<file path="src/rtl/bcd_serial_subtractor_pkg.sv">
// Shared constants for the digit-serial BCD subtractor: digit geometry,
// FSM state encoding and a digit validity helper.
package bcd_serial_subtractor_pkg;

  localparam int unsigned BCD_DIGIT_W   = 4;
  localparam int unsigned BCD_MAX_DIGIT = 9;

  localparam logic [1:0] ST_IDLE = 2'd0;
  localparam logic [1:0] ST_SUB  = 2'd1;
  localparam logic [1:0] ST_NEG  = 2'd2;
  localparam logic [1:0] ST_DONE = 2'd3;

  function automatic logic digit_ok(input logic [BCD_DIGIT_W-1:0] d);
    return d <= BCD_DIGIT_W'(BCD_MAX_DIGIT);
  endfunction

endpackage

</file>
<file path="src/rtl/bcd_digit_sub.sv">
// One BCD digit of x - y - bin with decimal borrow; x, y must be 0..9.
module bcd_digit_sub
  import bcd_serial_subtractor_pkg::*;
(
  input  logic [BCD_DIGIT_W-1:0] x,
  input  logic [BCD_DIGIT_W-1:0] y,
  input  logic                   bin,
  output logic [BCD_DIGIT_W-1:0] d,
  output logic                   bout
);

  logic signed [4:0] t;

  always_comb begin
    t = $signed({1'b0, x}) - $signed({1'b0, y}) - $signed({4'b0000, bin});
    if (t < 5'sd0) begin
      d    = BCD_DIGIT_W'(t + 5'sd10);
      bout = 1'b1;
    end else begin
      d    = BCD_DIGIT_W'(t);
      bout = 1'b0;
    end
  end

endmodule

</file>
<file path="src/rtl/bcd_serial_subtractor.sv">
// Digit-serial |a - b| on packed BCD, LSD first, with sign and invalid-digit flags.
// A negative raw result is turned into its magnitude by a second serial pass.
module bcd_serial_subtractor
  import bcd_serial_subtractor_pkg::*;
#(
  parameter int unsigned DIGITS = 4
) (
  input  logic                          clk,
  input  logic                          rst_n,
  input  logic                          start,
  input  logic [BCD_DIGIT_W*DIGITS-1:0] a,
  input  logic [BCD_DIGIT_W*DIGITS-1:0] b,
  output logic                          busy,
  output logic                          done,
  output logic [BCD_DIGIT_W*DIGITS-1:0] diff,
  output logic                          neg,
  output logic                          invalid
);

  localparam int unsigned IW = (DIGITS > 1) ? $clog2(DIGITS) : 1;

  typedef logic [DIGITS-1:0][BCD_DIGIT_W-1:0] bcd_vec_t;

  logic [1:0]       state_q, state_nxt;
  logic [IW-1:0]    idx_q, idx_nxt;
  logic             borrow_q, borrow_nxt;
  bcd_vec_t         a_q, a_nxt, b_q, b_nxt, diff_q, diff_nxt;
  logic             neg_q, neg_nxt, invalid_q, invalid_nxt;
  logic             busy_q, busy_nxt, done_q, done_nxt;

  bcd_vec_t         a_in, b_in;
  logic             any_bad;
  logic             last;
  logic [BCD_DIGIT_W-1:0] x_sel, y_sel, d_out;
  logic             bout;

  assign a_in = a;
  assign b_in = b;
  assign last = (idx_q == IW'(DIGITS - 1));

  // NEG pass computes 0 - diff_i - borrow to convert tens complement to magnitude
  assign x_sel = (state_q == ST_NEG) ? '0 : a_q[idx_q];
  assign y_sel = (state_q == ST_NEG) ? diff_q[idx_q] : b_q[idx_q];

  bcd_digit_sub u_digit (
    .x    (x_sel),
    .y    (y_sel),
    .bin  (borrow_q),
    .d    (d_out),
    .bout (bout)
  );

  always_comb begin
    any_bad = 1'b0;
    for (int i = 0; i < int'(DIGITS); i++) begin
      if (!digit_ok(a_in[i]) || !digit_ok(b_in[i])) any_bad = 1'b1;
    end
  end

  always_comb begin
    state_nxt   = state_q;
    idx_nxt     = idx_q;
    borrow_nxt  = borrow_q;
    a_nxt       = a_q;
    b_nxt       = b_q;
    diff_nxt    = diff_q;
    neg_nxt     = neg_q;
    invalid_nxt = invalid_q;
    busy_nxt    = 1'b0;
    done_nxt    = 1'b0;
    case (state_q)
      ST_IDLE: begin
        if (start) begin
          a_nxt       = a_in;
          b_nxt       = b_in;
          diff_nxt    = '0;
          neg_nxt     = 1'b0;
          invalid_nxt = 1'b0;
          borrow_nxt  = 1'b0;
          idx_nxt     = '0;
          if (any_bad) begin
            invalid_nxt = 1'b1;
            state_nxt   = ST_DONE;
            done_nxt    = 1'b1;
          end else begin
            state_nxt = ST_SUB;
            busy_nxt  = 1'b1;
          end
        end
      end
      ST_SUB, ST_NEG: begin
        busy_nxt        = 1'b1;
        diff_nxt[idx_q] = d_out;
        borrow_nxt      = bout;
        idx_nxt         = idx_q + IW'(1);
        if (last) begin
          idx_nxt    = '0;
          borrow_nxt = 1'b0;
          // Final borrow of the NEG pass is meaningless and dropped
          if (state_q == ST_SUB && bout) begin
            state_nxt = ST_NEG;
            neg_nxt   = 1'b1;
          end else begin
            state_nxt = ST_DONE;
            busy_nxt  = 1'b0;
            done_nxt  = 1'b1;
          end
        end
      end
      default: state_nxt = ST_IDLE;
    endcase
  end

  always_ff @(posedge clk) begin
    if (!rst_n) begin
      state_q   <= ST_IDLE;
      idx_q     <= '0;
      borrow_q  <= 1'b0;
      a_q       <= '0;
      b_q       <= '0;
      diff_q    <= '0;
      neg_q     <= 1'b0;
      invalid_q <= 1'b0;
      busy_q    <= 1'b0;
      done_q    <= 1'b0;
    end else begin
      state_q   <= state_nxt;
      idx_q     <= idx_nxt;
      borrow_q  <= borrow_nxt;
      a_q       <= a_nxt;
      b_q       <= b_nxt;
      diff_q    <= diff_nxt;
      neg_q     <= neg_nxt;
      invalid_q <= invalid_nxt;
      busy_q    <= busy_nxt;
      done_q    <= done_nxt;
    end
  end

  assign busy    = busy_q;
  assign done    = done_q;
  assign diff    = diff_q;
  assign neg     = neg_q;
  assign invalid = invalid_q;

endmodule
</file>
<file path="config.mk">
export PLATFORM = sky130hd
export DESIGN_NAME = bcd_serial_subtractor
export DESIGN_NICKNAME = d
export VERILOG_FILES = /design/src/rtl/bcd_serial_subtractor_pkg.sv /design/src/rtl/bcd_digit_sub.sv /design/src/rtl/bcd_serial_subtractor.sv
export SDC_FILE = /design/constraint.sdc
export NUM_CORES = 1
export LEC_CHECK = 0
export CAP_MARGIN = 20
export CORE_MARGIN = 4
export CORE_UTILIZATION = 56
export CTS_BUF_LIST = sky130_fd_sc_hd__clkbuf_16
export CTS_CLUSTER_DIAMETER = 150
export DETAILED_ROUTE_END_ITERATION = 6
export GPL_ROUTABILITY_DRIVEN = 0
export PLACE_DENSITY_LB_ADDON = 0.08
export SYNTH_ARGS = -nofsm -noshare
export SYNTH_HDL_FRONTEND = slang
export SYNTH_HIERARCHICAL = 1
export SYNTH_SLANG_ARGS = --single-unit
</file>
<file path="constraint.sdc">
create_clock -name clk -period 10.5 [get_ports clk]
set_input_delay 1.575 -clock clk [delete_from_list [all_inputs] [get_ports clk]]
set_output_delay 1.575 -clock clk [all_outputs]
set_load 0.05 [all_outputs]
</file>
==> impl_results.md <==
- Max-slew headroom at the worst pin: 31.26%
- Die Y: 81.41 um
- Drt initial violations: 158
- IO Count: 55
- Hpwl dp: 5128 um
- Worst IR drop on VDD: 0.1897 mV
- Mapped cell area: 0.003018 mm2
- Starting Density: 58.35%
- Vias in the first global route: 2546
- Final instance area: 0.003810 mm2
- Slowest Stage Delay on Critical Path: 900 ps
- CP arrival: 4340 ps
- Port Buffers: 54
- Seq/Total Area, Yosys: 37.81%
- GRT overflow: 0
- Clk sinks: 57
- Max-slew violation count: 0
- Post-route clock skew: 8.414 ps
- CTS Buf Count: 9
- Period utilisation layout: 38.96%
- Hold Crit Class: flip-flop to flip-flop
- Layout area overhead: 26.24%
- Hold slack: 450.6 ps
- Syn avg cell area: 8.722 um2
- Reg clk slew, reported paths: 50 ps
- Pin count of the biggest net entering global routing: 49
- Die Wd: 81.41 um
- CP Cell Sequence: mux4_1 > nor2b_1 > fa_1 > fa_1 > nand2b_1 > a211o_1 > and2_4 > inv_1 > nand2_1 > o21a_1 > or3b_1 > a21oi_1
- Maximum clock frequency: 244.4 MHz
- TritonCTS clock tree: done
- Max_cap viols: 0
- Cell Area, Placed: 0.003527 mm2
- WL final: 7465 um
- Core footprint: 0.005172 mm2
- Pwr Density: 278.4 mW/mm2
- Fin Setup TNS: 0 ps
- Static Leak: 1.452 nW
- Drc violations: 0
- Nets@finish: 443
- Longest Clk Path Bufs: 2
- Layout cell share with drive strength beyond 1: 6.566%
- Cts hold-fix bufs: 0
- Antenna violations before repair: 0
- Slew @ Worst Pin: 1029 ps
- Critical Path Fanout Max: 16
- Min setup slack post-route: 6409 ps
- Most frequent CP cell: fa_1
- Buffers and inverters on the worst path: 1
- CP startpoint kind: flip-flop
- Fin. Hold Viols: 0
- ANT cells: 0
- Critical path's top delay family: simple AND/OR/NAND/NOR gates
- Metal-1 WL: 3238 um
- Drt wl/cell: 16.02 um
- Clock Latency Late Sink: 320 ps
- H-tree depth: 3
- Crit Path Category: flip-flop to flip-flop
- Library cells used by synthesis: 38
- Drt pass-1 iters: 4
- Vias/cell: 5.607
- Postcts setup bufs: 0
- Die area: 0.006628 mm2
- FF+latch count, synth: 57
- Post-DRT Antenna Nets: 0
- Syn_nets: 398
- Most frequent cells in the layout: nand2_1, dfxtp_1, clkdlybuf4s50_1
- Status: completed
- CTS resizes: 0
- Unrepaired setup endpoints after global routing: no
- Final setup vio count: 0
- Slowest stage cell, crit path: dfxtp_1
- Synth warn: 6
- First-pass GRT wire length: 12010 um
- Synth Instances: 346
- Root Buffer: clkbuf_16
- Fin crit period: 4091 ps
- Std cell rows: 26
- Crit. End Element: flip-flop
- DR vias: 2613
- Most common cell after layout, fill and taps aside: nand2_1
- Critical Path RT: 10750 ps
- GRT Overall Usage: 24.22%
- Met3 wire length: 409 um
- Place WS: 6421 ps
- Wire length on met2: 3655 um
- Top Metal Used: met4
layout make-up:
type,count,area [um2]
clock buffers,9,225.2
fillers,398,1363
clock inverters,7,30.03
repair buffers,56,575.6
well taps,70,87.58
flip-flops and latches,57,1141
inverters,15,56.30
multi-input cells,252,1694
report_power, final:
| group | leakage [nW] | total [mW] | internal (mW) | switching [mW] |
|---|---|---|---|---|
| Sequential | 0.466 | 0.294 | 0.259 | 0.0345 |
| Combinational | 0.850 | 0.521 | 0.214 | 0.307 |
| Clock | 0.136 | 0.247 | 0.154 | 0.0926 |
| Total | 1.45 | 1.06 | 0.627 | 0.434 |
through the flow:
stage | cells | utilization (%) | power (mW)
2_1_floorplan | 346 | - | 0.6851
3_3_place_gp | 449 | 68.19 | 0.7853
3_5_place_dp | 449 | 68.19 | 0.8002
4_1_cts | 465 | 73.13 | 1.053
5_1_grt | 466 | 73.66 | 1.124
6_report | 466 | 73.66 | 1.061
path summary, 6_finish.rpt:
check / startpoint / to / slack [ps] / cells after the start
worst max register to register: idx_q[0] / neg / 6410 / 12
worst max-delay path: idx_q[0] / neg / 6410 / 12
worst min-delay path: b_q[1] / b_q[1] / 450 / 2
worst min register to register: b_q[1] / b_q[1] / 450 / 2
cells by family after synthesis:
logic type      after synthesis  share of synthesized area, %
compound gates               76                         13.68
mux                          18                         12.77
simple gates                135                         20.40
xor+xnor                      6                         1.741
flops                        57                         37.81
fa+ha+maj                    17                         7.546
buf+inv                      37                         6.053
layer usage:
metal	vias up	track usage, %
li1	1305	-
met1	1220	30.76
met2	73	37.70
met3	15	7.346
met4	0	11.32
met5	-	0
Yosys cell counts (all sizes together):
cell	count	area, um2
o21a	1	7.510
a211o	1	8.760
o21ai	11	55.05
o32ai	1	8.760
a31oi	5	31.28
a31o	1	8.760
mux2	5	75.07
buf	14	96.34
o22ai	5	31.28
a21oi	49	245.2
clkbuf	8	30.03
xnor2	4	35.03
and2	4	27.53
mux2i	1	10.01
nand2	90	337.8
nor2	3	11.26
fa	2	40.04
nor3	1	5.000
o21bai	1	7.510
nand2b	7	43.79
ha	15	187.7
inv	15	56.30
nand4	14	87.58
nand3	5	30.03
nand3b	1	7.510
or3b	1	8.760
mux4	12	300.3
dfxtp	57	1141
xor2	2	17.52
nor2b	9	56.30
a32oi	1	8.760
state kept, by name, indices dropped and copies added, names as in the netlist:
signal    flops
b_q          16
done          1
idx_q         2
borrow_q      1
invalid       1
state_q       2
busy          1
a_q          16
diff         16
neg           1
worst min-delay path: cells and delay by family, from the launching register on:
family           cells  cell delay (ps)
AO/OA/AOI/OAI        1               50
AND/OR/NAND/NOR      1               50
flip-flops           1              300
Note: power is estimated with default switching activity, not from simulation.
